<file path="src/rtl/fetch_stage.sv">
// fetch_stage: PC ownership, IF/ID capture, stall/redirect handling and end-of-program halt
module fetch_stage #(
    parameter int          MEM_DEPTH = 58,
    parameter logic [31:0] RESET_PC  = 32'd0
) (
    input  logic        clk,
    input  logic        reset,
    input  logic        stall,
    input  logic        redirect_valid,
    input  logic [31:0] redirect_target,
    output logic [31:0] imem_pc,
    input  logic [31:0] imem_instr,
    output logic [31:0] if_id_instr,
    output logic [31:0] if_id_pc,
    output logic [31:0] if_id_pc_next,
    output logic        if_id_valid,
    output logic        halted,
    output logic [31:0] fetch_count
);
    typedef enum logic {RUN, HALT} state_t;
    state_t      state;
    logic [31:0] pc;
    logic        in_range;
    assign imem_pc  = pc;
    assign halted   = state == HALT;
    assign in_range = pc < 32'(MEM_DEPTH);
    always_ff @(posedge clk) begin
        if (reset) begin
            pc            <= RESET_PC;
            state         <= RUN;
            if_id_instr   <= '0;
            if_id_pc      <= '0;
            if_id_pc_next <= '0;
            if_id_valid   <= 1'b0;
            fetch_count   <= '0;
        end else if (redirect_valid) begin
            pc            <= redirect_target;
            state         <= RUN;
            if_id_instr   <= '0;
            if_id_pc      <= '0;
            if_id_pc_next <= '0;
            if_id_valid   <= 1'b0;
        end else if (!stall) begin
            // Running past the end parks the PC; only a redirect can revive it.
            if (state == RUN && in_range) begin
                pc            <= pc + 32'd1;
                if_id_instr   <= imem_instr;
                if_id_pc      <= pc;
                if_id_pc_next <= pc + 32'd1;
                if_id_valid   <= 1'b1;
                fetch_count   <= fetch_count + 32'd1;
            end else begin
                state         <= HALT;
                if_id_instr   <= '0;
                if_id_pc      <= '0;
                if_id_pc_next <= '0;
                if_id_valid   <= 1'b0;
            end
        end
    end
endmodule

</file>
<file path="config.mk">
export PLATFORM = sky130hd
export DESIGN_NAME = fetch_stage
export DESIGN_NICKNAME = d
export VERILOG_FILES = /design/src/rtl/fetch_stage.sv
export SDC_FILE = /design/constraint.sdc
export NUM_CORES = 1
export LEC_CHECK = 0
export CAP_MARGIN = 20
export CORE_ASPECT_RATIO = 2
export CORE_MARGIN = 2
export CORE_UTILIZATION = 43
export DETAILED_ROUTE_END_ITERATION = 10
export PLACE_DENSITY = 0.82
export SLEW_MARGIN = 20
export SYNTH_ARGS = -nofsm -noshare
export SYNTH_HDL_FRONTEND = slang
export SYNTH_SLANG_ARGS = --single-unit
</file>
<file path="constraint.sdc">
create_clock -name clk -period 3.54 [get_ports clk]
set_clock_uncertainty 0.1 [all_clocks]
set_input_delay 0.708 -clock clk [delete_from_list [all_inputs] [get_ports clk]]
set_output_delay 0.708 -clock clk [all_outputs]
set_load 0.02 [all_outputs]
</file>
== Yosys cells after proc, flatten, opt, wreduce, memory -nomap -nowiden ==
Cells that the tools add are included.
W data, S select, Z words.
Storage, ports and cells
  bits of input ports: 68
  register bits: 162
Operators by class
  equality and inequality tests: 1
  add/subtract/negate cells: 2
  muxes and demuxes: 7
  bitwise logic cells: 4
  reductions and logical operators: 6
  magnitude comparators: 1
Operator list (number)
  $mux W32: 6
  $add A32 B1 Y32 const B: 2
  $lt A32 B6 Y1 const B: 1
  $not A1 Y1: 4
  $reduce_and A2 Y1: 2
  $reduce_and A3 Y1: 1
  $ne A2 B1 Y1 const B: 1
  $reduce_bool A2 Y1: 1
  $reduce_or A2 Y1: 1
  $logic_and A1 B1 Y1: 1
  $mux W1: 1

== Longest topological paths before layout ==
  depth in word-level cells: 5
  mapped depth: 8

== Least setup slack after synthesis ==
Ideal clock, no wire load.
  path kind: input -> register
  from: input redirect_valid
  to: register fetch_count[28]
  arrival time: 2573 ps
  path buffers: 2
  library setup time: 71 ps
  stages on the path: 7
  path slack: 796 ps
  cell sequence: buf_6 -> or3b_1 -> or3b_1 -> or4_4 -> buf_6 -> or3_1 -> a21oi_1
Between the ends
  word-level cells in the longest chain between the ends: 2
Ends and longest elaborated chain
  from (decl): RTL line 9  | input logic redirect_valid,
  $not A1 Y1 (no line)
  $reduce_and A3 Y1 (no line)
  to (signal assigned): RTL line 51  | fetch_count <= fetch_count + 32'd1;
  to (decl): RTL line 18  | output logic [31:0] fetch_count
No other way between the ends.
A chain may end at the register's enable or synchronous reset.

== Final worst setup path ==
  from: register pc[21] (netlist: imem_pc[21])
  to: register if_id_instr[25]
Between the ends
  word-level cells in the longest chain between the ends: 3
Ends and longest elaborated chain
  from (decl): RTL line 22  | logic [31:0] pc;
  from (signal assigned): RTL line 37  | pc <= redirect_target;
  from (signal assigned): RTL line 46  | pc <= pc + 32'd1;
  $lt A32 B6 Y1: RTL line 26  | assign in_range = pc < 32'(MEM_DEPTH);
  $logic_and A1 B1 Y1: RTL line 45  | if (state == RUN && in_range) begin
  $mux W32: RTL line 45
  to (signal assigned): RTL line 47  | if_id_instr <= imem_instr;
  to (decl): RTL line 13  | output logic [31:0] if_id_instr,
No other way between the ends.

==> results.md <==
* CP top delay family: simple AND/OR/NAND/NOR gates
* ANT cells at 0
* Mux cell area share after synthesis at 4.88%
* Register-to-register setup slack at just under 600 ps
* Vias per cell at ~5.4
* Slew margin rel. at between 50% and 60%
* R2r endpoint: if_id_instr[25]
* GRT Util Overall at around 22%
* Post-synth top area share at approximately 56%
* Top Ports at between 200 and 250
* Crit-path max cell delay at about 700 ps
* Final setup vio count at 0
* Status: finished with violations
* Initial Utilization at roughly 44%
* Synth area leaders: dfxtp_1, a22o_1, and2_1, mux2i_1, nor2_1
* Nets at between 800 and 900
* Max clock buf depth at 2
* CP max FO at 45
* Die width at 85.7 um
* Worst Hold Class: flip-flop to flip-flop
* Buf/Inv on CP at 2
* WL per Instance at between 15 and 20 um
* Syn-to-layout area delta at 51.5%
* Final min period at roughly 2900 ps
* Largest family of logic cells by synthesized area: simple AND/OR/NAND/NOR gates
* Fin. Hold Viols at 0
* Compound-Gate Fraction of Synth Area at about an eighth
* Die Ht at 167 um
* Core area at approximately 13000 sq um
* Unique masters post-synth at 46
* PwrDens at between 400 and 500 nW/um^2
* Drt first pass iters at 7
* R2r startpoint: imem_pc[21]
* CP max-delay cell: or4_1
* Clock-pin slew on the worst setup and hold paths at approximately 70 ps
* CP endpoint kind: flip-flop
* Final wirelength at approximately 16000 um
* Root Driver: clkbuf_16
* Switch share at ~23%
* Fraction of layout cells with a size suffix above 1 at roughly 6.2%
* Internal power at between 2 and 3 mW
* Most used cell, CP: buf_4
* Critical path cell sequence: nor4_1, buf_4, nand3_1, or4_1, nor3_4, buf_4, a22o_1
* Final core occ at 66.6%
* Post-cts sizing count at 0
* CTS H-tree depth at 4
* Commonest non-fill, non-tap cell in the layout: clkdlybuf4s50_1
* Seq/Total Area, Yosys at about 56%
* IO Port Bufs at 229
* Fin crit share at a little over four fifths
* Initial DRC count at 210
* Leak at between 3 and 4 nW
* Dominant cell type by area after synthesis: dfxtp_1
* Vias at between 5000 and 6000
* Max Freq at ~340 MHz
* Comb power frac at roughly 6.7%
* Clock power share at 45.0%
* First-pass GRT wire length at around 25000 um
* Largest net degree at the start of global routing at between 90 and 100
* Syn Nets at approximately 620
* Adder-Cell Fraction of Synth Area at less than 1%
* Setup Buffers After CTS at 0
* Critical path startpoint category: flip-flop
* Simple-gate share of the synthesized area at roughly 20%
* DRC at 21
* Sw Pwr at approximately 890 uW
* Num CTS Buffers at 17
* DIE AREA at between 10000 and 15000 sq um
* Worst path arrival time at about 3200 ps
* FP Rows at around 60
* Clock Latency Late Sink at around 420 ps
* XOR/XNOR Fraction of Synth Area at under 10%
* Critical path class: flip-flop to flip-flop
* Post-synthesis instance total at 548
* Sum Neg Setup Slack at 0 ps
* Hold Path Stages at 1
* Mapped Area at ~5700 sq um
* CP Launch Point: imem_pc[21]
* Syn Area/Cell at about 10 sq um
* Initial antenna violation count at 0
* Worst Hold End: if_id_pc_next[12]
* Failing checks: DRC
* Maxcap violations at 0
* GRT overflow at 0
* CTS tree: built
* Vias in the first global route at roughly 5000
* Worst-margin pin slew at 659 ps
* Hold Path Origin: if_id_pc_next[12]
* Register-to-Register Path Depth at 7
* HPWL after DPL at 11700 um
* Clock sinks at about 160
* Final ANT Viol Nets at 0
* Required time worst endpoint at 3790 ps
* Register bit total from synthesis at about 160
* Placer Congestion at roughly 0.84
* Fin. max-slew vios at 0
* RSZ-0062 raised after global routing: no
* Commonest cells after routing, fill and taps aside: clkdlybuf4s50_1, dfxtp_1, and2_1
* VDD IR-drop max at 0.337 mV
* Hold Buf Count CTS at 0
* Synthesis Warnings at 0
* Reg power frac at approximately half
## metrics by stage
| step | setup slack [ps] | total power, mW | cell area, sq um | hold slack, ps | instances |
|---|---|---|---|---|---|
| finish | 590 | 3.88 | 8700 | 356 | 937 |
| global route | 431 | 4.02 | 8700 | 373 | 937 |
| floorplan | 796 | 2.02 | 5740 | 453 | 548 |
| CTS | 579 | 3.91 | 8700 | 362 | 937 |
| detailed placement | 267 | 2.17 | 8130 | 343 | 905 |
| global placement | 319 | 2.16 | 8130 | 338 | 905 |
## cells in the mapped netlist (all sizes together)
master / instances
a2111oi: 1
a211oi: 4
a21bo: 2
a21boi: 1
a21o: 1
a21oi: 23
a22o: 44
a311oi: 1
and2: 57
and3: 2
and4: 4
buf: 8
clkbuf: 25
clkinv: 1
dfxtp: 162
ha: 2
inv: 5
mux2i: 28
nand2: 12
nand2b: 1
nand3: 13
nand3b: 4
nand4: 11
nor2: 44
nor3: 7
nor3b: 2
nor4: 15
nor4b: 1
nor4bb: 1
o2111a: 1
o21ai: 18
o21ba: 1
o31a: 1
o31ai: 2
o41ai: 1
or2: 1
or3: 19
or3b: 2
or4: 4
or4b: 1
xnor2: 12
xor2: 3
## state kept, by name, summed over array words and instances (netlist names)
register	flops
if_id_valid	1
fetch_count	32
if_id_instr	32
if_id_pc	32
imem_pc	32
halted	1
if_id_pc_next	32
## power by group through the flow
stage / Combinational [mW] / Sequential (mW) / Clock (mW)
finish: 0.259 / 1.87 / 1.75
global route: 0.277 / 1.87 / 1.87
CTS: 0.260 / 1.87 / 1.78
detailed placement: 0.258 / 1.91 / 0
global placement: 0.253 / 1.91 / 0
floorplan: 0.0846 / 1.93 / 0
## cell families (layout without fill, tap and decap cells)
kind of cell / count (synthesis) / after routing
compound gates: 101 / 101
buf+inv: 39 / 276
simple gates: 201 / 201
mux: 28 / 28
xor+xnor: 15 / 15
flops: 162 / 162
fa+ha+maj: 2 / 2
## layout make-up
type,count,area (sq um)
Clock buffer,20,447
Clock inverter,12,123
Fill cell,993,4370
Inverter,6,22.5
Multi-Input combinational cell,347,2310
Sequential cell,162,3240
Tap cell,152,190
Timing Repair Buffer,238,2360
## metal layers
metal | global-route usage [%] | wire (um) | up-vias
met3 | 6.36 | 1100 | 40
met1 | 22.7 | 5670 | 2357
li1 | - | - | 2414
met5 | 0 | 0 | -
met2 | 40.1 | 8610 | 216
met4 | 10.7 | 628 | 0
## worst reg2reg max path: stages (launching register included)
cell     delay [ps]
dfxtp_1         330
nor4_1          470
buf_4           210
nand3_1         240
or4_1           700
nor3_4          180
buf_4           440
a22o_1          230
## worst max path at each step
stage,to,slack [ps],cells after the start
global placement,fetch_count[18],320,6
global route,if_id_instr[25],430,7
floorplan,fetch_count[28],800,7
finish,if_id_instr[25],590,7
detailed placement,fetch_count[16],270,6
CTS,if_id_instr[25],580,7
Note: power is estimated with default switching activity, not from simulation.
